## src/rtl/fifo_rd_pkg.sv

```systemverilog
// rtl/fifo_rd_pkg.sv - shared types and constants for the FIFO read-side stream adapter
//
// Purpose : buffer state encoding and buffer depth used by fifo_rd_stream.
// Ports   : none (package).

package fifo_rd_pkg;

  // Number of words held by the output buffer (HEAD + TAIL).
  localparam int BUF_DEPTH = 2;

  typedef enum logic [1:0] {
    S_EMPTY = 2'd0,
    S_ONE   = 2'd1,
    S_TWO   = 2'd2
  } rd_state_e;

endpackage

```

## src/rtl/fifo_rd_stream.sv

```systemverilog
// rtl/fifo_rd_stream.sv - show-ahead FIFO read port to registered valid/ready stream
//
// Purpose : pops words from a show-ahead FIFO read port into a 2-entry
//           HEAD/TAIL buffer and presents HEAD as a registered stream.
//           Provides a synchronous flush and a wrapping delivered-word count.
// Ports   : rdclk, rdrst_n      - read-domain clock, async active-low reset
//           fifo_empty/fifo_data - FIFO show-ahead read port inputs
//           fifo_rd_en          - pop strobe to the FIFO
//           m_valid/m_data      - registered output stream
//           m_ready             - downstream accept
//           flush               - discard buffered words this cycle
//           word_count          - words delivered since reset (wraps)

module fifo_rd_stream
  import fifo_rd_pkg::*;
#(
  parameter int DATA_WIDTH  = 8,
  parameter int COUNT_WIDTH = 16
) (
  input  logic                   rdclk,
  input  logic                   rdrst_n,
  input  logic                   fifo_empty,
  input  logic [DATA_WIDTH-1:0]  fifo_data,
  output logic                   fifo_rd_en,
  output logic                   m_valid,
  output logic [DATA_WIDTH-1:0]  m_data,
  input  logic                   m_ready,
  input  logic                   flush,
  output logic [COUNT_WIDTH-1:0] word_count
);

  rd_state_e              r_state;
  logic                   r_valid;
  logic [DATA_WIDTH-1:0]  r_head;
  logic [DATA_WIDTH-1:0]  r_tail;
  logic [COUNT_WIDTH-1:0] r_count;

  logic w_pop;
  logic w_take;

  // Pop decision depends only on flops and FIFO/flush inputs, never on
  // m_ready; the reset term keeps the strobe low while reset is held.
  assign w_pop  = rdrst_n & ~fifo_empty & (r_state != S_TWO) & ~flush;
  assign w_take = r_valid & m_ready;

  assign fifo_rd_en = w_pop;
  assign m_valid    = r_valid;
  assign m_data     = r_head;
  assign word_count = r_count;

  always_ff @(posedge rdclk or negedge rdrst_n) begin
    if (!rdrst_n) begin
      r_state <= S_EMPTY;
      r_valid <= 1'b0;
      r_head  <= '0;
      r_tail  <= '0;
      r_count <= '0;
    end else begin
      // A take coinciding with flush is a real delivery and still counts.
      if (w_take) begin
        r_count <= r_count + COUNT_WIDTH'(1);
      end

      if (flush) begin
        r_state <= S_EMPTY;
        r_valid <= 1'b0;
      end else begin
        case (r_state)
          S_EMPTY: begin
            if (w_pop) begin
              r_head  <= fifo_data;
              r_state <= S_ONE;
              r_valid <= 1'b1;
            end
          end
          S_ONE: begin
            if (w_pop && !w_take) begin
              r_tail  <= fifo_data;
              r_state <= S_TWO;
            end else if (w_take && !w_pop) begin
              r_state <= S_EMPTY;
              r_valid <= 1'b0;
            end else if (w_pop && w_take) begin
              // HEAD is vacated this cycle with no TAIL: refill it directly.
              r_head <= fifo_data;
            end
          end
          S_TWO: begin
            if (w_take) begin
              r_head  <= r_tail;
              r_state <= S_ONE;
            end
          end
          default: begin
            r_state <= S_EMPTY;
            r_valid <= 1'b0;
          end
        endcase
      end
    end
  end

endmodule

```

## config.mk

```make
export PLATFORM = sky130hd
export DESIGN_NAME = fifo_rd_stream
export DESIGN_NICKNAME = d
export VERILOG_FILES = /design/src/rtl/fifo_rd_pkg.sv /design/src/rtl/fifo_rd_stream.sv
export SDC_FILE = /design/constraint.sdc
export NUM_CORES = 1
export LEC_CHECK = 0
export BUFFER_PORTS_ARGS = -buffer_cell sky130_fd_sc_hd__clkbuf_2
export CAP_MARGIN = 20
export CORE_ASPECT_RATIO = 1.25
export CORE_MARGIN = 5
export CORE_UTILIZATION = 41
export CTS_CLUSTER_DIAMETER = 120
export CTS_CLUSTER_SIZE = 28
export DETAILED_ROUTE_END_ITERATION = 10
export GPL_ROUTABILITY_DRIVEN = 1
export GPL_TIMING_DRIVEN = 0
export HOLD_SLACK_MARGIN = 0.02
export PLACE_DENSITY = 0.66
export SYNTH_ARGS = -nofsm -noshare
export SYNTH_HDL_FRONTEND = slang
export SYNTH_SLANG_ARGS = --single-unit
export TNS_END_PERCENT = 30
```

## constraint.sdc

```tcl
create_clock -name rdclk -period 1.55 [get_ports rdclk]
set_input_delay 0.0775 -clock rdclk [delete_from_list [all_inputs] [get_ports rdclk]]
set_output_delay 0.0775 -clock rdclk [all_outputs]
set_load 0.03 [all_outputs]
```

==> results of run 1 <==
placed cells by master, fill, tap and decap left out, types with 2 or more instances in the layout:
| cell | Yosys | layout |
|---|---|---|
| nand2_1 | 8 | 8 |
| xnor2_1 | 12 | 12 |
| clkbuf_8 | 0 | 6 |
| and4_1 | 2 | 2 |
| mux2_4 | 0 | 4 |
| dfrtp_1 | 35 | 30 |
| mux2_2 | 23 | 19 |
| nor2_2 | 0 | 2 |
| buf_4 | 1 | 7 |
| xor2_1 | 3 | 3 |
| dfrtp_2 | 0 | 5 |
| nand3_1 | 9 | 9 |
| a21oi_4 | 1 | 2 |
| buf_12 | 0 | 2 |
| and3_1 | 2 | 2 |
| nor2_1 | 5 | 3 |
| nand4_1 | 3 | 3 |
| o21bai_1 | 2 | 2 |
| clkbuf_2 | 0 | 37 |
| nor3_1 | 3 | 2 |
| a21oi_1 | 3 | 3 |
cells by family (layout without fill, tap and decap cells):
| family | after synthesis | after routing |
|---|---|---|
| multiplexers | 24 | 24 |
| AND/OR/NAND/NOR | 40 | 40 |
| buffers and inverters | 3 | 57 |
| AO/OA/AOI/OAI | 7 | 7 |
| adder cells (fa/ha/maj) | 1 | 1 |
| flip-flops | 35 | 35 |
| XOR/XNOR | 15 | 15 |
final cells by class:
| class | count | area share [%] |
|---|---|---|
| well taps | 40 | 2.395 |
| clock buffers | 6 | 3.952 |
| multi-input cells | 87 | 36.35 |
| plain buffers | 2 | 0.8982 |
| repair buffers | 47 | 13.77 |
| flip-flops and latches | 35 | 42.22 |
| inverters | 1 | 0.1796 |
| clock inverters | 1 | 0.2395 |
power by group through the flow:
| stage | logic, mW | clock network [mW] | registers, mW |
|---|---|---|---|
| after global routing | 0.759 | 0.724 | 1.26 |
| after floorplan | 0.229 | 0 | 1.44 |
| after detailed placement | 0.650 | 0 | 1.24 |
| final | 0.706 | 0.649 | 1.23 |
| after global placement | 0.637 | 0 | 1.23 |
| after CTS | 0.711 | 0.681 | 1.23 |
state kept, by name, indices dropped and copies added, names as in the netlist:
name	cells
word_count	16
m_data	8
r_tail	8
m_valid	1
r_state	2
cell usage after synthesis, drive strengths merged:
cell    number  area share [%]
a21oi        5             2.5
and2         1            0.39
and3         2            0.79
and4         2             1.1
buf          2            0.79
dfrtp       35              55
ha           1            0.79
inv          1            0.24
mux2        24              17
nand2        9             2.3
nand2b       1            0.39
nand3       10             3.5
nand3b       1            0.47
nand4        3             1.2
nor2         5             1.2
nor2b        1            0.39
nor3         3            0.94
nor3b        1            0.79
nor4b        1            0.94
o21bai       2            0.94
xnor2       12             6.6
xor2         3             1.7
through the flow:
stage / util (%) / instances / instance area, um2 / setup TNS, ns / hold slack (ns)
finish: 55.67 / 219 / 2090 / -0.08141 / 0.04373
global route: 55.67 / 219 / 2090 / -0.5306 / 0.03842
CTS: 55.20 / 218 / 2072 / -0.1169 / 0.02764
detailed placement: 48.90 / 203 / 1836 / -9.474 / 0.2519
global placement: 48.90 / 203 / 1836 / -8.159 / 0.2339
floorplan: - / 125 / 1595 / 0 / -0.2181
routing by layer:
layer / routed length (um) / up-vias / part of all wire, %
li1: - / 546 / -
met1: 1350 / 555 / 41
met2: 1701 / 33 / 52
met3: 159 / 7 / 4.8
met4: 68 / 0 / 2.1
met5: 0 / - / 0
critical path, delay by kind of cell (launching register included):
family / cells / cell delay [ns]
muxes: 1 / 0.32
and+or+nand+nor: 1 / 0.32
buffers and inverters: 1 / 0.15
AOI/OAI and AO/OA: 2 / 0.21
DFF: 1 / 0.46
timing repair:
action	in CTS	in global routing
endpoints found under the setup margin	17	22
hold buffers	2	0
pin swaps	3	1
gates resized for setup	14	3
buffers inserted	6	1
hold endpoints to repair	35	0
how the worst max path moves through the flow:
stage	to	slack (ns)	from	cells after the start
floorplan	m_data[1]$_DFFE_PN0P_	0.001	m_valid$_DFFE_PN0P_	5
global placement	m_data[7]$_DFFE_PN0P_	-0.59	rdrst_n	5
detailed placement	m_data[1]$_DFFE_PN0P_	-0.66	rdrst_n	5
CTS	m_data[5]$_DFFE_PN0P_	-0.03	r_state[1]$_DFFE_PN0P_	5
global route	m_data[5]$_DFFE_PN0P_	-0.09	r_state[1]$_DFFE_PN0P_	5
finish	m_data[5]$_DFFE_PN0P_	-0.02	r_state[1]$_DFFE_PN0P_	5
==> impl_metrics.toml, run 1 <==
[timing]
drv_slew = 0
fmax_mhz = 635.7
period_minus_slack_ns = 1.573
max-slew-margin-rel_pct = 78.02
grt_setup_unrepaired = "true"
fin_ws_ns = -0.02318
finClkSkew_ns = 0.005700
tightest_slew_ns = 0.3294
hold_viol_final = 0
setup_viol = 4
fin_crit_sh_pct = 101.5

[grt]
gr-usage-met3_pct = 3.521
grt_pass1_wl_mm = 5.747
grt_max_degree = 36
grt_util_all_layers_pct = 14.26
grtUsageMet1_pct = 16.92
busiest_layer = "met2"
antenna_found_initial = 0
grtUsageMet2_pct = 23.67
grt_pass1_vias = 1245
overflow = 0

[synth]
ys_warn_count = 0
yosysSeqAreaShare_pct = 55.12
syn-num-nets = 139
synthAdderAreaFrac_pct = 0.7874
yosys.area_share.simple_pct = 14.33
ys_seq_elements = 35
syn-cell-area_mm2 = 0.001589
syn_avg_cell_area_um2 = 12.71
synth_top_family_by_area = "multiplexers"
synth-compound-area-share_pct = 3.465
synth_mux_area_share_pct = 17.01
ys_types = 28
netlist_instances = 125
synthXorXnorAreaFrac_pct = 8.268

[setup_path]
crit_slowest_cell = "dfrtp_2"
worstPathArrival_ns = 1.74
cp_max_fo = 8
worstPathCellList = "nor4b_4 > a21oi_4 > a21oi_4 > buf_12 > mux2_2"
reg2reg_depth = 5
max_stage_delay_ns = 0.46
cpMostUsedCell = "a21oi_4"
required_ns = 1.71
critPathKind = "flop to flop"
start_kind = "flop"
endpoint_kind = "flop"
timing.rr.start = "r_state[1]$_DFFE_PN0P_"
ff2ff_setup_slack_ns = -0.02
r2r_end = "m_data[5]$_DFFE_PN0P_"

[status]
violations = "setup timing"
outcome = "complete, but fails checks"

[clock_tree]
cts-root-buf = "clkbuf_8"
cts_tree = "built"
cts_sinks = 35
clock_latency_ns = 0.28
clock_path_buffers = 2
htreeDepth = 2
clk_pin_slew_ns = 0.06
cts_buffers = 5

[pwr]
p_clk_share_pct = 25.1
p_seq_share_pct = 47.5
p_sw_mw = 0.8465
internal-power_mw = 1.735
combPwrFrac_pct = 27.4
vdd_drop_max_v = 0.0006810
p_sw_share_pct = 32.79
power_leakage_nw = 0.9922
power_mw = 2.582
power.density_mw_per_mm2 = 1235

[cells_and_area]
multiInputGateArea_um2 = 759.5
drive_above_1_share_pct = 51.96
antenna_cells = 0
layout.nets = 193
ff_latch_area_um2 = 882.1
fillerInstances = 335
areaGrowthSynthToFinish_pct = 31.50

[drt]
wl_mm = 3.280
detail_route.iter0.violations = 32
final_antenna_net_count = 0
via_per_inst = 5.210
wire_per_inst_um = 14.98
vias = 1141
drc = 0
first_pass_iters = 3

[floorplan]
initial_core_util_pct = 42.33
core_mm2 = 0.003754
ioPinCount = 39
die_height_um = 79.61
die-area_mm2 = 0.005228
rows = 25
dieWidth_um = 65.68

[min_path]
hold_path_end = "r_tail[4]$_DFFE_PN0P_"
min_path_cells = 2
min_from = "fifo_data[4]"
hold_class = "input pin to flop"

[placed_design]
place_hpwl_mm = 2.244
port_buffers = 38
pre_cts_slack_ns = -0.6606
gp_congestion = 0.7803

[run]
maxCapViolCount = 0
Power figures use the tool's default switching activity.
==> run 2, diff against run 1 <==
--- a/config.mk
+++ b/config.mk
@@ -16,7 +16,7 @@
 export GPL_ROUTABILITY_DRIVEN = 1
 export GPL_TIMING_DRIVEN = 0
 export HOLD_SLACK_MARGIN = 0.02
-export PLACE_DENSITY = 0.66
+export PLACE_DENSITY = 0.64
 export SYNTH_ARGS = -nofsm -noshare
 export SYNTH_HDL_FRONTEND = slang
 export SYNTH_SLANG_ARGS = --single-unit
==> constraint.sdc (replaced) <==
create_clock -name rdclk -period 1.7 [get_ports rdclk]
set_input_delay 0.085 -clock rdclk [delete_from_list [all_inputs] [get_ports rdclk]]
set_output_delay 0.085 -clock rdclk [all_outputs]
set_load 0.03 [all_outputs]
==> run 2 against run 1 <==
  * The run now ends clean
  * Sequential share of layout area rose by 1.9 points
  * Register-to-register slack better by 0.095 ns
  * Die area did not move
  * Critical path depth down 1
  * Critical endpoint is now m_data[0]$_DFFE_PN0P_
  * Largest cell class unchanged
  * Highest routed layer unchanged
==> impl_metrics.toml, run 2 (same netlist as run 1, synthesis figures left out) <==
[floorplan]
core_mm2 = 0.003754
initial_core_util_pct = 42.33
die-area_mm2 = 0.005228
die_height_um = 79.61
ioPinCount = 39
rows = 25
dieWidth_um = 65.68

[placed_design]
place_hpwl_mm = 2.250
port_buffers = 38
dp.cells = 203
place_area_mm2 = 0.001829
gp_congestion = 0.7686

[setup_path]
endpoint_kind = "flop"
reg2reg_depth = 4
critPathKind = "flop to flop"
crit_path_start = "r_state[1]$_DFFE_PN0P_"
cp_max_fo = 10
timing.rr.start = "r_state[1]$_DFFE_PN0P_"
critPathCapture = "m_data[0]$_DFFE_PN0P_"
start_kind = "flop"
worstPathArrival_ns = 1.80
required_ns = 1.87
ff2ff_setup_slack_ns = 0.07
r2r_end = "m_data[0]$_DFFE_PN0P_"

[timing]
drv_slew = 0
max-slew-margin-rel_pct = 66.36
fmax_mhz = 614.3
setup_viol = 0
fin_hold_ws_ns = 0.04662
fin_crit_sh_pct = 95.76
period_minus_slack_ns = 1.628
tightest_slew_ns = 0.5028
finClkSkew_ns = 0.005953
grt_setup_unrepaired = "true"
hold_viol_final = 0

[clock_tree]
clock_path_buffers = 2
cts-root-buf = "clkbuf_8"
htreeDepth = 2
clock_latency_ns = 0.28
cts_buffers = 5
clk_pin_slew_ns = 0.07
cts_sinks = 35
cts_tree = "built"

[cells_and_area]
post-route-cell-area_mm2 = 0.001986
drive_above_1_share_pct = 46.24
antenna_cells = 0
areaGrowthSynthToFinish_pct = 24.96
final_common_cell = "clkbuf_2"
final_cell_mix = "clkbuf_2 (37), dfrtp_1 (35), mux2_2 (23)"
final_util_pct = 52.90
largest_register_ffs = 16
final_cells = 213
layout.nets = 187

[drt]
drc = 0
detail_route.iter0.violations = 47
wl_mm = 3.177
wire_per_inst_um = 14.92
final_antenna_net_count = 0
first_pass_iters = 4
via_per_inst = 5.277
vias = 1124

[run]
maxCapViolCount = 0

[grt]
antenna_found_initial = 0
grt_util_all_layers_pct = 13.77
grt_pass1_wl_mm = 5.595
grt_pass1_vias = 1258
overflow = 0
grt_max_degree = 36

[pwr]
vdd_drop_max_v = 0.0008236
power_leakage_nw = 0.9467
power_mw = 2.316
power.density_mw_per_mm2 = 1166

[status]
outcome = "complete, no violations"

[min_path]
hold_class = "input pin to flop"
run 2: cell count changes in the layout (fill, tap and decap cells not counted), sizes merged:
cell	previous run	this run
buf	10	3
clkbuf	44	45
run 2: worst max-delay path, stage by stage, from the launching register on:
cell and delay, ns:
dfrtp_1 0.45, nor2b_2 0.22, buf_4 0.21, mux2_2 0.34, mux2_1 0.29
run 2: metal layers:
metal	GRT usage, %	wire length (um)	vias up
met4	6.432	51	0
met2	23.07	1623	33
li1	-	-	531
met5	0	0	-
met1	15.71	1301	555
met3	4.366	201	5
run 2: timing repair:
action	in CTS	in global routing
gates resized for setup	2	3
pin swaps	0	2
setup buffers	0	1
setup endpoints to repair	16	10
hold buffers	2	0
endpoints found under the hold margin	35	0
run 2: per-stage QoR:
stage	setup slack, ns	setup TNS (ns)
6_report	0.07207	0
5_1_grt	-0.03514	-0.03514
4_1_cts	0.01968	0
3_5_place_dp	-0.5427	-7.170
3_3_place_gp	-0.4602	-5.938
2_1_floorplan	0.02128	0
run 2: how the worst min path moves through the flow:
stage	start	to	slack [ns]	cells after the start
4_1_cts	fifo_data[0]	r_tail[0]$_DFFE_PN0P_	0.04	2
3_5_place_dp	rdrst_n	word_count[5]$_DFFE_PN0P_	0.26	1
5_1_grt	fifo_data[2]	r_tail[2]$_DFFE_PN0P_	0.05	2
6_report	fifo_data[2]	r_tail[2]$_DFFE_PN0P_	0.05	2
3_3_place_gp	rdrst_n	word_count[4]$_DFFE_PN0P_	0.24	1
2_1_floorplan	rdrst_n	m_data[0]$_DFFE_PN0P_	-0.21	0
run 2: power by group:
group          switching (mW)  total [mW]  internal (mW)
registers               0.122        1.11          0.991
clock network           0.280       0.598          0.317
logic                   0.367       0.605          0.237
run 2: area by class of cell:
cell class                      count  area [um2]
Fill cell                         355        1768
Sequential cell                    35       875.8
Multi-Input combinational cell     87       710.7
Timing Repair Buffer               41       242.7
Clock buffer                        6       82.58
Tap cell                           40       50.05
Buffer                              2       15.01
Clock inverter                      1       5.005
Inverter                            1       3.754
==> run 3, diff against run 2 <==
--- a/config.mk
+++ b/config.mk
@@ -9,14 +9,14 @@
 export CAP_MARGIN = 20
 export CORE_ASPECT_RATIO = 1.25
 export CORE_MARGIN = 5
-export CORE_UTILIZATION = 41
+export CORE_UTILIZATION = 52
 export CTS_CLUSTER_DIAMETER = 120
 export CTS_CLUSTER_SIZE = 28
 export DETAILED_ROUTE_END_ITERATION = 10
 export GPL_ROUTABILITY_DRIVEN = 1
 export GPL_TIMING_DRIVEN = 0
 export HOLD_SLACK_MARGIN = 0.02
-export PLACE_DENSITY = 0.64
+export PLACE_DENSITY = 0.78
 export SYNTH_ARGS = -nofsm -noshare
 export SYNTH_HDL_FRONTEND = slang
 export SYNTH_SLANG_ARGS = --single-unit
==> run 3 against run 2 <==
  * Clock power down 29%
  * Count of clock-buffer cells in the layout increased by 1
  * First-iteration DRC count is 17% lower
  * Maximum frequency down 0.27%
==> impl_metrics.toml, run 3 (same netlist as run 1, synthesis figures left out) <==
[clock_tree]
cts_buffers = 5
clock_latency_ns = 0.33
clk_pin_slew_ns = 0.10
cts_tree = "built"
htreeDepth = 2
clock_path_buffers = 2
cts-root-buf = "clkbuf_4"
cts_sinks = 35

[run]
maxCapViolCount = 0

[grt]
grt_util_all_layers_pct = 17.00
grt_pass1_vias = 1231
grt_max_degree = 36
grt_pass1_wl_mm = 5.561
overflow = 0
antenna_found_initial = 0

[drt]
first_pass_iters = 3
wl_mm = 3.148
detail_route.iter0.violations = 39
final_antenna_net_count = 0
drc = 0
via_per_inst = 5.256
vias = 1151
wire_per_inst_um = 14.37

[floorplan]
die_height_um = 71.81
initial_core_util_pct = 53.95
core_mm2 = 0.002945
rows = 22
dieWidth_um = 59.45
ioPinCount = 39
die-area_mm2 = 0.004268

[setup_path]
worstPathCellList = "nor4b_4 > a21oi_4 > a21oi_4 > buf_12 > mux2_2"
worstPathArrival_ns = 1.85
start_kind = "flop"
max_stage_delay_ns = 0.45
reg2reg_depth = 5
crit_slowest_cell = "dfrtp_2"
critPathKind = "flop to flop"
endpoint_kind = "flop"
cpMostUsedCell = "a21oi_4"
cp_max_fo = 8
required_ns = 1.92

[timing]
fin_ws_ns = 0.06767
fin_crit_sh_pct = 96.02
period_minus_slack_ns = 1.632
fmax_mhz = 612.6
grt_setup_unrepaired = "false"
drv_slew = 0
setup_viol = 0
hold_viol_final = 0
setup-tns-final_ns = 0
max-slew-margin-rel_pct = 66.77
tightest_slew_ns = 0.4966
finClkSkew_ns = 0.01149

[pwr]
internal-power_mw = 1.403
vdd_drop_max_v = 0.0008182
p_sw_mw = 0.7583
p_clk_share_pct = 19.7
p_sw_share_pct = 35.08
combPwrFrac_pct = 28.8
power.density_mw_per_mm2 = 1056
p_seq_share_pct = 51.5
power_leakage_nw = 0.9712

[cells_and_area]
antenna_cells = 0
final_common_cell = "clkbuf_2"
layout.nets = 196
drive_above_1_share_pct = 44.26
final_cell_mix = "clkbuf_2 (36), dfrtp_1 (33), mux2_2 (23)"
largest_register_ffs = 16
fillerInstances = 221
areaGrowthSynthToFinish_pct = 28.82
final_cells = 219
post-route-cell-area_mm2 = 0.002047

[placed_design]
gp_congestion = 0.7312
dp.cells = 199
place_area_mm2 = 0.001824
pre_cts_slack_ns = -0.5139
port_buffers = 38
place_hpwl_mm = 2.193

[min_path]
min_path_cells = 4
hold_class = "input pin to flop"

[status]
outcome = "complete, no violations"
-- run 3: changes by cell type in the layout (fill, tap and decap cells not counted), moves of 2 or more --
cell	delta
dfrtp_2	+2
dlygate4sd3_1	+9
buf_2	+2
clkbuf_8	-6
dfrtp_1	-2
clkbuf_4	+4
clkbuf_1	+2
-- run 3: worst paths after layout --
kind	startpoint	to	slack [ns]
max	r_state[1]$_DFFE_PN0P_	m_data[6]$_DFFE_PN0P_	0.07
min	m_ready	m_valid$_DFFE_PN0P_	0.09
max reg2reg	r_state[1]$_DFFE_PN0P_	m_data[6]$_DFFE_PN0P_	0.07
min reg2reg	m_data[0]$_DFFE_PN0P_	m_data[0]$_DFFE_PN0P_	0.51
max in group asynchronous	rdrst_n	r_state[1]$_DFFE_PN0P_	1.22
min in group asynchronous	rdrst_n	word_count[9]$_DFFE_PN0P_	0.28
-- run 3: cell type report --
type	count	area [um2]	area share (%)
sequential	35	878.3	42.91
tap	36	45.04	2.200
inverter	1	3.754	0.1834
clock inverter	1	5.005	0.2445
multi-input combinational	87	720.7	35.21
buffer	2	16.27	0.7946
timing repair buffer	50	332.8	16.26
clock buffer	7	45.04	2.200
-- run 3: power groups by stage --
stage / Sequential, mW / Clock [mW] / Combinational (mW)
2_1_floorplan: 1.31 / 0 / 0.207
3_3_place_gp: 1.11 / 0 / 0.577
3_5_place_dp: 1.13 / 0 / 0.594
4_1_cts: 1.11 / 0.448 / 0.626
5_1_grt: 1.14 / 0.481 / 0.673
6_report: 1.11 / 0.425 / 0.623
-- run 3: stage by stage --
step                      hold WS (ns)  util [%]  power, mW
after floorplan                -0.2106         -      1.516
after global placement          0.2340     61.94      1.689
final                          0.08731     69.50      2.161
after global routing            0.1041     69.50      2.297
after CTS                      0.07046     68.48      2.184
after detailed placement        0.2520     61.94      1.719
-- run 3: timing repair --
action	in CTS	in global routing
hold buffers	11	0
pin swaps	1	1
resized for setup	1	8
buffers inserted	1	0
hold endpoints to repair	46	0
endpoints found under the setup margin	8	10
-- run 3: critical path, delay by kind of cell, from the launching register on --
kind            cells  cell delay [ns]
mux                 1             0.34
flops               1             0.45
buf+inv             1             0.14
compound gates      2             0.25
simple gates        1             0.34
-- run 3: metal layers --
metal	wire [um]	vias to the layer above	track usage (%)
met5	0	-	0
met4	50	0	5.793
met3	229	6	5.586
met2	1628	32	29.16
met1	1240	553	19.38
li1	-	560	-
